$ cat src/rtl/maze_pkg.sv
// Shared maze definitions: geometry, tile codes, mover direction encoding,
// wall-server FSM states and the tile classification rule.
package maze_pkg;

    localparam int MAP_W    = 28;
    localparam int MAP_H    = 36;
    localparam int TUNNEL_Y = 19;

    localparam logic [1:0] TILE_PATH = 2'b00;
    localparam logic [1:0] TILE_WALL = 2'b01;
    localparam logic [1:0] TILE_DOOR = 2'b10;

    typedef enum logic [1:0] {
        DIR_UP    = 2'd0,
        DIR_DOWN  = 2'd1,
        DIR_LEFT  = 2'd2,
        DIR_RIGHT = 2'd3
    } dir_t;

    typedef enum logic [2:0] {
        ST_LATCH,
        ST_RD_U,
        ST_RD_D,
        ST_RD_L,
        ST_RD_R,
        ST_COMMIT
    } state_t;

    // Code 11 is treated as wall; a door blocks only agents without door passage.
    function automatic logic tile_blocked(input logic [1:0] code, input logic pass);
        logic blk;
        case (code)
            TILE_PATH: blk = 1'b0;
            TILE_DOOR: blk = ~pass;
            default:   blk = 1'b1;
        endcase
        return blk;
    endfunction

endpackage

$ cat src/rtl/maze_addr_calc.sv
// Neighbour tile address for (x, y, dir) with edge handling and tunnel wrap.
// Out-of-range neighbours (or an off-map origin) give oor = 1 and addr = 0.
module maze_addr_calc import maze_pkg::*; #(
    parameter int W  = MAP_W,
    parameter int H  = MAP_H,
    parameter int TY = TUNNEL_Y
) (
    input  logic [5:0] x,
    input  logic [5:0] y,
    input  logic [1:0] dir,
    output logic [9:0] addr,
    output logic       oor
);

    logic [5:0] nx;
    logic [5:0] ny;

    always_comb begin
        nx  = x;
        ny  = y;
        oor = 1'b0;
        if (x >= 6'(W) || y >= 6'(H)) begin
            oor = 1'b1;
        end else begin
            case (dir)
                DIR_UP: begin
                    if (y == 6'd0) oor = 1'b1;
                    else           ny  = y - 6'd1;
                end
                DIR_DOWN: begin
                    if (y == 6'(H - 1)) oor = 1'b1;
                    else                ny  = y + 6'd1;
                end
                DIR_LEFT: begin
                    if (x != 6'd0)          nx  = x - 6'd1;
                    else if (y == 6'(TY))   nx  = 6'(W - 1);
                    else                    oor = 1'b1;
                end
                default: begin
                    if (x != 6'(W - 1))     nx  = x + 6'd1;
                    else if (y == 6'(TY))   nx  = 6'd0;
                    else                    oor = 1'b1;
                end
            endcase
        end
        addr = oor ? 10'd0 : (10'(ny) * 10'(W)) + 10'(nx);
    end

endmodule

$ cat src/rtl/maze_wall_server.sv
// Round-robin wall-flag server: reads the four neighbour tiles of each agent
// from the shared maze ROM and publishes registered per-agent wall flags.
module maze_wall_server #(
    parameter int NUM_AGENTS = 5,
    parameter int MAP_W      = maze_pkg::MAP_W,
    parameter int MAP_H      = maze_pkg::MAP_H,
    parameter int TUNNEL_Y   = maze_pkg::TUNNEL_Y
) (
    input  logic                    clk,
    input  logic                    reset,
    input  logic [6*NUM_AGENTS-1:0] agentX,
    input  logic [6*NUM_AGENTS-1:0] agentY,
    input  logic [NUM_AGENTS-1:0]   doorPass,
    output logic [9:0]              romAddr,
    input  logic [1:0]              romData,
    output logic [NUM_AGENTS-1:0]   wallUp,
    output logic [NUM_AGENTS-1:0]   wallDown,
    output logic [NUM_AGENTS-1:0]   wallLeft,
    output logic [NUM_AGENTS-1:0]   wallRight,
    output logic [NUM_AGENTS-1:0]   flagValid,
    output logic                    scanDone
);
    import maze_pkg::*;

    localparam int IW = (NUM_AGENTS > 1) ? $clog2(NUM_AGENTS) : 1;

    state_t        state_reg;
    logic [IW-1:0] idx_reg;
    logic [5:0]    cur_x_reg;
    logic [5:0]    cur_y_reg;
    logic          cur_pass_reg;
    logic [9:0]    rom_addr_reg;
    logic          oor_reg;
    logic          oor_d_reg;
    logic          blk_u_reg;
    logic          blk_d_reg;
    logic          blk_l_reg;
    logic          scan_done_reg;

    logic [5:0]    sel_x;
    logic [5:0]    sel_y;
    logic [5:0]    calc_x;
    logic [5:0]    calc_y;
    dir_t          calc_dir;
    logic          calc_en;
    logic [9:0]    calc_addr;
    logic          calc_oor;
    logic          data_blk;
    logic          commit;

    assign sel_x = agentX[6*idx_reg +: 6];
    assign sel_y = agentY[6*idx_reg +: 6];

    // The address is registered one state ahead, so LATCH already computes the
    // up address from the live inputs that are being latched on the same edge.
    always_comb begin
        calc_en  = 1'b1;
        calc_dir = DIR_UP;
        calc_x   = cur_x_reg;
        calc_y   = cur_y_reg;
        case (state_reg)
            ST_LATCH: begin
                calc_x = sel_x;
                calc_y = sel_y;
            end
            ST_RD_U: calc_dir = DIR_DOWN;
            ST_RD_D: calc_dir = DIR_LEFT;
            ST_RD_L: calc_dir = DIR_RIGHT;
            default: calc_en  = 1'b0;
        endcase
    end

    maze_addr_calc #(
        .W  (MAP_W),
        .H  (MAP_H),
        .TY (TUNNEL_Y)
    ) u_addr_calc (
        .x    (calc_x),
        .y    (calc_y),
        .dir  (calc_dir),
        .addr (calc_addr),
        .oor  (calc_oor)
    );

    // oor_d_reg lines up with romData: both describe the read issued last cycle.
    assign data_blk = oor_d_reg | tile_blocked(romData, cur_pass_reg);
    assign commit   = (state_reg == ST_COMMIT);

    always_ff @(posedge clk) begin
        if (reset) begin
            state_reg     <= ST_LATCH;
            idx_reg       <= '0;
            cur_x_reg     <= '0;
            cur_y_reg     <= '0;
            cur_pass_reg  <= 1'b0;
            rom_addr_reg  <= '0;
            oor_reg       <= 1'b1;
            oor_d_reg     <= 1'b1;
            blk_u_reg     <= 1'b1;
            blk_d_reg     <= 1'b1;
            blk_l_reg     <= 1'b1;
            scan_done_reg <= 1'b0;
        end else begin
            rom_addr_reg  <= calc_en ? calc_addr : 10'd0;
            oor_reg       <= calc_en ? calc_oor : 1'b1;
            oor_d_reg     <= oor_reg;
            scan_done_reg <= 1'b0;
            case (state_reg)
                ST_LATCH: begin
                    cur_x_reg    <= sel_x;
                    cur_y_reg    <= sel_y;
                    cur_pass_reg <= doorPass[idx_reg];
                    state_reg    <= ST_RD_U;
                end
                ST_RD_U: state_reg <= ST_RD_D;
                ST_RD_D: begin
                    blk_u_reg <= data_blk;
                    state_reg <= ST_RD_L;
                end
                ST_RD_L: begin
                    blk_d_reg <= data_blk;
                    state_reg <= ST_RD_R;
                end
                ST_RD_R: begin
                    blk_l_reg <= data_blk;
                    state_reg <= ST_COMMIT;
                end
                ST_COMMIT: begin
                    scan_done_reg <= (idx_reg == IW'(NUM_AGENTS - 1));
                    idx_reg       <= (idx_reg == IW'(NUM_AGENTS - 1)) ? '0 : idx_reg + 1'b1;
                    state_reg     <= ST_LATCH;
                end
                default: state_reg <= ST_LATCH;
            endcase
        end
    end

    genvar gi;
    generate
        for (gi = 0; gi < NUM_AGENTS; gi++) begin : g_agent
            logic       up_reg;
            logic       down_reg;
            logic       left_reg;
            logic       right_reg;
            logic       valid_reg;
            logic [5:0] cmt_x_reg;
            logic [5:0] cmt_y_reg;
            logic       hit;

            assign hit = commit && (idx_reg == IW'(gi));

            // A commit takes priority over a staleness detection on the same edge.
            always_ff @(posedge clk) begin
                if (reset) begin
                    up_reg    <= 1'b1;
                    down_reg  <= 1'b1;
                    left_reg  <= 1'b1;
                    right_reg <= 1'b1;
                    valid_reg <= 1'b0;
                    cmt_x_reg <= '0;
                    cmt_y_reg <= '0;
                end else if (hit) begin
                    up_reg    <= blk_u_reg;
                    down_reg  <= blk_d_reg;
                    left_reg  <= blk_l_reg;
                    right_reg <= data_blk;
                    valid_reg <= 1'b1;
                    cmt_x_reg <= cur_x_reg;
                    cmt_y_reg <= cur_y_reg;
                end else if (agentX[6*gi +: 6] != cmt_x_reg || agentY[6*gi +: 6] != cmt_y_reg) begin
                    valid_reg <= 1'b0;
                end
            end

            assign wallUp[gi]    = up_reg;
            assign wallDown[gi]  = down_reg;
            assign wallLeft[gi]  = left_reg;
            assign wallRight[gi] = right_reg;
            assign flagValid[gi] = valid_reg;
        end
    endgenerate

    assign romAddr  = rom_addr_reg;
    assign scanDone = scan_done_reg;

endmodule

$ cat config.mk
export PLATFORM = sky130hd
export DESIGN_NAME = maze_wall_server
export DESIGN_NICKNAME = d
export VERILOG_FILES = /design/src/rtl/maze_pkg.sv /design/src/rtl/maze_addr_calc.sv /design/src/rtl/maze_wall_server.sv
export SDC_FILE = /design/constraint.sdc
export NUM_CORES = 1
export LEC_CHECK = 0
export BUFFER_PORTS_ARGS = -buffer_cell sky130_fd_sc_hd__buf_2
export CORE_MARGIN = 2
export CORE_UTILIZATION = 42
export DETAILED_ROUTE_END_ITERATION = 8
export PLACE_DENSITY = 0.66
export RECOVER_POWER = 100
export SYNTH_ARGS = -nofsm -noshare
export SYNTH_HDL_FRONTEND = slang
export SYNTH_SLANG_ARGS = --single-unit
$ cat constraint.sdc
create_clock -name clk -period 8.5 [get_ports clk]
set_clock_uncertainty 0.2 [all_clocks]
set_input_delay 1.7 -clock clk [delete_from_list [all_inputs] [get_ports clk]]
set_output_delay 1.7 -clock clk [all_outputs]
set_load 0.02 [all_outputs]
# Word-level counts from Yosys, hierarchy flattened
# Cells that the tools add are included.
# word_totals
ff_bits	120
in_bits	69
output_inout_bits	36
wordCells	152
# op_classes
addsub	6
mul	2
n_lt_le_gt_ge	3
eq_ne	25
n_shift	2
n_mux	36
n_bitwise	4
reduce_logical	27
# ops
operator	n
6-bit two-way mux	10
6-bit inequality test	10
30-bit by 7-bit indexed part select with 6-bit output	2
6-bit case mux with 2 select lines	2
1-bit two-way mux	18
3-bit case mux with 5 select lines	1
6-bit by 1-bit adder with 6-bit output, second input constant	2
3-bit by 2-bit == test with 1-bit output, second input constant	4
6-bit by 1-bit subtractor with 6-bit output, second input constant	2
10-bit by 6-bit adder with 10-bit output	1
2-bit nonzero test	5
3-bit == test, second input constant	3
6-bit by 3-bit multiplier with 8-bit output, second input constant	1
3-bit by 1-bit == test with 1-bit output, second input constant	2
6-bit by 5-bit == test with 1-bit output, second input constant	1
6-bit == test, second input constant	1
6-bit by 5-bit >= comparator with 1-bit output, second input constant	1
6-bit >= comparator, second input constant	1
3-bit logical NOT	2
6-bit logical NOT	1
1-bit logical OR	6
6-bit by 5-bit inequality test with 1-bit output, second input constant	1
2-bit case mux with 3 select lines	1
6-bit nonzero test	1
16 further kinds	26

# Depth between registers and ports, before layout
# logic_depth
word_depth	9
mapped_depth	23

# Cells and area by module
# From an unflattened synthesis, not the netlist that was laid out.
# unflattened
cells_unflattened	824
hier_area_um2	7025.5
# modules_own_cells
mod	instances	cells_per_inst	area_each_um2
maze_wall_server	1	634	5596.6
maze_addr_calc	1	190	1428.9

# Worst setup path before layout
# OpenSTA, ideal clock, no wires.
# synth_path
path_kind	input -> register
startpoint	in agentY[22]
endpoint	reg rom_addr_reg[9], in the netlist romAddr[9]
t_arrival_ps	6420
setup_slack_ps	1810
cell_stages	19
n_path_buf	1
cell_sequence	mux2_2 -> a21oi_1 -> o21ai_0 -> a222oi_1 -> o221ai_2 -> nand2b_1 -> clkbuf_1 -> or2_2 -> xnor2_1 -> fa_1 -> ha_1 -> fa_1 -> ha_1 -> nor2b_1 -> o21a_1 -> nand3_1 -> xor2_1 -> or3_1 -> a21oi_1
# synth_via
elab_chain_len	8
# synth_lines
element	line	source
from (decl)	maze_wall_server.sv:12	input logic [6*NUM_AGENTS-1:0] agentY,
30-bit by 7-bit indexed part select with 6-bit output *	maze_wall_server.sv:52	assign sel_y = agentY[6*idx_reg +: 6];
6-bit two-way mux *	maze_wall_server.sv:61	case (state_reg)
6-bit by 1-bit adder with 6-bit output (tied with other cells)	maze_addr_calc.sv:32	else ny = y + 6'd1;
6-bit two-way mux (tied with other cells)	maze_addr_calc.sv:31	if (y == 6'(H - 1)) oor = 1'b1;
6-bit case mux with 2 select lines (tied with other cells)	maze_addr_calc.sv:25	case (dir)
6-bit two-way mux (tied with other cells)	maze_addr_calc.sv:22	if (x >= 6'(W) || y >= 6'(H)) begin
6-bit by 3-bit multiplier with 8-bit output (tied with other cells)	maze_addr_calc.sv:46	addr = oor ? 10'd0 : (10'(ny) * 10'(W)) + 10'(nx);
10-bit by 6-bit adder with 10-bit output or 3-bit OR reduction (tied branches)	-	
to (signal assigned)	maze_wall_server.sv:104	rom_addr_reg <= calc_en ? calc_addr : 10'd0;
to (decl)	maze_wall_server.sv:32	logic [9:0] rom_addr_reg;
# Mark *: on every way between the ends. The rest lies on a longest branch, timed or not.
# A chain may end at the register's enable or synchronous reset.

# Worst setup path in the final report
# layout_path
startpoint	in agentY[1]
endpoint	reg rom_addr_reg[9], in the netlist romAddr[9]
# layout_via
elab_chain_len	8
# layout_lines
element	line	source
30-bit by 7-bit indexed part select with 6-bit output *	maze_wall_server.sv:52	
6-bit two-way mux *	maze_wall_server.sv:61	
named net calc_y[1]	maze_wall_server.sv:43	logic [5:0] calc_y;
6-bit by 1-bit adder with 6-bit output (tied with other cells)	maze_addr_calc.sv:32	
6-bit two-way mux (tied with other cells)	maze_addr_calc.sv:31	
6-bit case mux with 2 select lines (tied with other cells)	maze_addr_calc.sv:25	
6-bit two-way mux (tied with other cells)	maze_addr_calc.sv:22	
6-bit by 3-bit multiplier with 8-bit output (tied with other cells)	maze_addr_calc.sv:46	
10-bit by 6-bit adder with 10-bit output or 3-bit OR reduction (tied branches)	-	
# The timed path passes the listed nets; every way through them passes the cells marked *.

==> parameters.txt <==
Parameter                              Value

Final layout
  Number of nets at the end of the flow ... 1023
  Layout cells sized above 1 ... between 10% and 20%
  Fill cell total of the finished layout ... 1564
  Area occupied by multi-input gates ... between 0.004 and 0.005 mm^2
  Area growth, synth to finish ... 14.3%
  Antenna Cells ... 0
  FF+latch area ... 0.00240 mm^2
  Final Instance Count excl. Fillers ... about 1200

Yosys
  Syn nets ... 966
  Simple logic cell fraction of the synthesized area ... 23.7%
  Synth warn ... 0
  Cell with the most instances after synthesis ... sky130_fd_sc_hd__nand2_1
  Mean cell area of the mapped netlist ... between 8 and 9 um^2
  Fraction of synthesized cell area taken by the top area cell type ... between 30% and 40%
  Number of enable-type register cells in the synthesized netlist ... 0
  FFs w/ async S/R, synth ... 0%
  Most used flip-flop cell after synthesis ... sky130_fd_sc_hd__dfxtp_1
  Biggest area consumer among synthesized cells ... sky130_fd_sc_hd__dfxtp_1
  XOR/XNOR share of the synthesized area ... 8.65%
  Gate count after technology mapping ... 868
  Cell types with the largest area share after synthesis ... sky130_fd_sc_hd__dfxtp_1 (34%), sky130_fd_sc_hd__nand2_1 (9.6%), sky130_fd_sc_hd__a21oi_1 (6.8%), sky130_fd_sc_hd__xor2_1 (5.0%), sky130_fd_sc_hd__ha_1 (3.9%)
  Post-synthesis cell type count ... 66
  Compound-gate portion of the synthesized area ... roughly 16%
  Multiplexer share of the synthesized area ... 4.37%
  Synth Cell Area ... approximately 0.007 mm^2
  Adder-Cell Fraction of Synth Area ... 5.95%
  Most frequent cells after synthesis ... sky130_fd_sc_hd__nand2_1 (178), sky130_fd_sc_hd__dfxtp_1 (120), sky130_fd_sc_hd__a21oi_1 (95)
  Largest family of logic cells by synthesized area ... simple AND/OR/NAND/NOR gates
  Share of synthesized area occupied by flip-flops and latches ... 34.4%
  Number of synthesized register bits ... 120

Route
  DRC ... 0
  Total vias in the final route ... 6412
  Number of vias per cell ... 5.54
  Post-detailed-route wirelength per cell ... 17.3 um
  Detailed Route WL ... 20.1 mm
  Post-route ant nets ... 0
  Initial DRC count ... 684
  Router iterations before antenna repair ... 5

Global route
  Number of antenna violations at the first check in global routing ... 0
  Maximum number of pins on one net before global-route repair ... 104
  Via count of the first global-routing pass ... 5971
  All-layer global routing usage ... 23.2%
  Global route overflow ... 0
  First-pass GRT wire length ... 32.1 mm

CTS
  Count of buffers added by post-CTS timing repair for setup ... 0
  CTS-repair resized insts ... 0
  Clock tree buffer depth ... 2
  # hold bufs at CTS ... 0
  Clock tree from TritonCTS ... done
  Clock insertion delay at the later pin of the skew report ... 430 ps
  TritonCTS buffer count ... 17
  CTS H-Tree Depth ... 4
  Worst-path clk slew ... around 60 ps
  Total number of clock tree sinks ... 120
  Buffer type at the clock tree root ... sky130_fd_sc_hd__clkbuf_16

Timing
  RSZ-0062 raised after global routing ... no
  # setup viols final ... 0
  Hold Worst Slack ... between 200 and 250 ps
  Share of the clock period used by the worst path ... just over 80%
  Top achievable clock speed ... 146 MHz
  Number of pins with negative max-slew slack in the final report ... 104
  Minimum clock period after layout ... 6850 ps
  Max_slew headroom ... -195%
  Hold violation count in the final report ... 0
  Worst slew pin tran ... about 4400 ps
  Setup_tns ... 0 ps

Critical path
  Chain of cells forming the critical path ... clkbuf_1, mux4_2, a221o_1, o21ai_0, inv_1, ha_1, inv_1, or3_1, a21boi_0, or2_2, xnor2_1, fa_1, ha_1, fa_1, ha_1, nor2b_1, o21a_1, nand3_1, xor2_1, or3_1, a21oi_1
  Largest fanout of any net on the critical path ... 7
  Biggest cell delay along the critical path ... 510 ps
  Path type of the worst setup path ... in -> reg
  CP Launch Type ... input port
  Endpoint required time on the critical path ... around 8600 ps
  Most used cell, CP ... sky130_fd_sc_hd__ha_1
  Nature of the critical path endpoint ... flop
  Flop2flop setup slack ... around 2300 ps
  Critical-path cell with the highest stage delay ... sky130_fd_sc_hd__mux4_2
  Critical path arrival ... 6990 ps

Run status
  Failing checks ... capacitance limit, slew limit
  Status ... finished with violations

Placed design
  Final estimated routing congestion in global placement ... between 0.9 and 1
  Count of input and output buffers ... 104
  Total placed cells including tap cells ... 1126
  DPL Wire Length ... roughly 14 mm

Floorplan
  Die area ... 0.0177 mm^2
  Vertical extent of the die ... 133 um
  Number of top-level pins ... 105
  Standard-cell row count ... 47
  Die outline width ... 133 um
  Area of the core ... 0.0164 mm^2
  Effective utilization at floorplan ... 42.6%

Power and ir drop
  Power Dens Cells ... ~250 mW/mm^2
  Total leakage power ... 3.10 nW
  Maximum vdd ir drop ... 0.272 mV
  Tot Pwr ... 1.99 mW

Hold path
  Class of the tightest hold or removal check ... reg -> reg

Run
  Max-capacitance violation count ... 1
## worst max-delay path, delay by kind of cell
family / cells / cell delay, ps
adder cells (fa/ha/maj): 5 / 1750
AO/OA/AOI/OAI: 5 / 1090
AND/OR/NAND/NOR: 5 / 1010
multiplexers: 1 / 510
XOR/XNOR: 2 / 480
buffers and inverters: 3 / 470
## stage by stage
step           utilization [%]  area [um^2]  setup WS, ps
6_report                  48.7         7980          1650
5_1_grt                   48.7         7980          1250
4_1_cts                   49.0         8040          1800
3_5_place_dp              45.3         7440          1390
3_3_place_gp              45.3         7440          1450
2_1_floorplan                -         6980          1810
## metal layers
layer / wire, um / global-route usage [%] / up-vias
met5: 0 / 0 / -
met4: 616 / 9.80 / 0
met3: 1330 / 4.64 / 38
met2: 9300 / 36.9 / 254
met1: 8840 / 30.8 / 3024
li1: - / - / 3096
## final timing paths
path | depth (start not counted) | startpoint | end
setup / recovery | 21 | agentY[1] | romAddr[9]
hold / removal | 1 | oor_reg | oor_d_reg
hold reg to reg | 1 | oor_reg | oor_d_reg
setup reg to reg | 20 | idx_reg[1] | romAddr[9]
## cell families (layout without fill, tap and decap cells)
logic type,count (synthesis),after routing
multiplexers,25,25
AND/OR/NAND/NOR,349,349
AO/OA/AOI/OAI,186,186
XOR/XNOR,69,69
flip-flops,120,120
buffers and inverters,90,160
adder cells (fa/ha/maj),29,29
## cell usage in the layout (no fill, tap or decap), drive strengths merged, types with 8 or more instances in the layout
cell    count
nand2     178
dfxtp     120
a21oi      96
buf        71
clkbuf     57
nor2       48
xor2       40
xnor2      29
ha         22
o21ai      22
inv        22
nand3b     16
mux2       14
nor2b      13
nand2b     13
nand4      13
nand3      12
nor3       11
nor4       10
a211o       9
mux2i       8
## power by group
part	internal [mW]	leakage [nW]	switching, mW
Sequential	0.588	0.973	0.0310
Combinational	0.267	1.84	0.372
Clock	0.446	0.294	0.286
## final cells by class
class                      count  area share, %
sequential                   120           30.1
inverter                      18          0.846
timing repair buffer         110           6.44
clock inverter                14           2.04
tap                          220           3.45
multi-input combinational    658           51.6
clock buffer                  18           5.50
(Power assumes the default switching activity.)
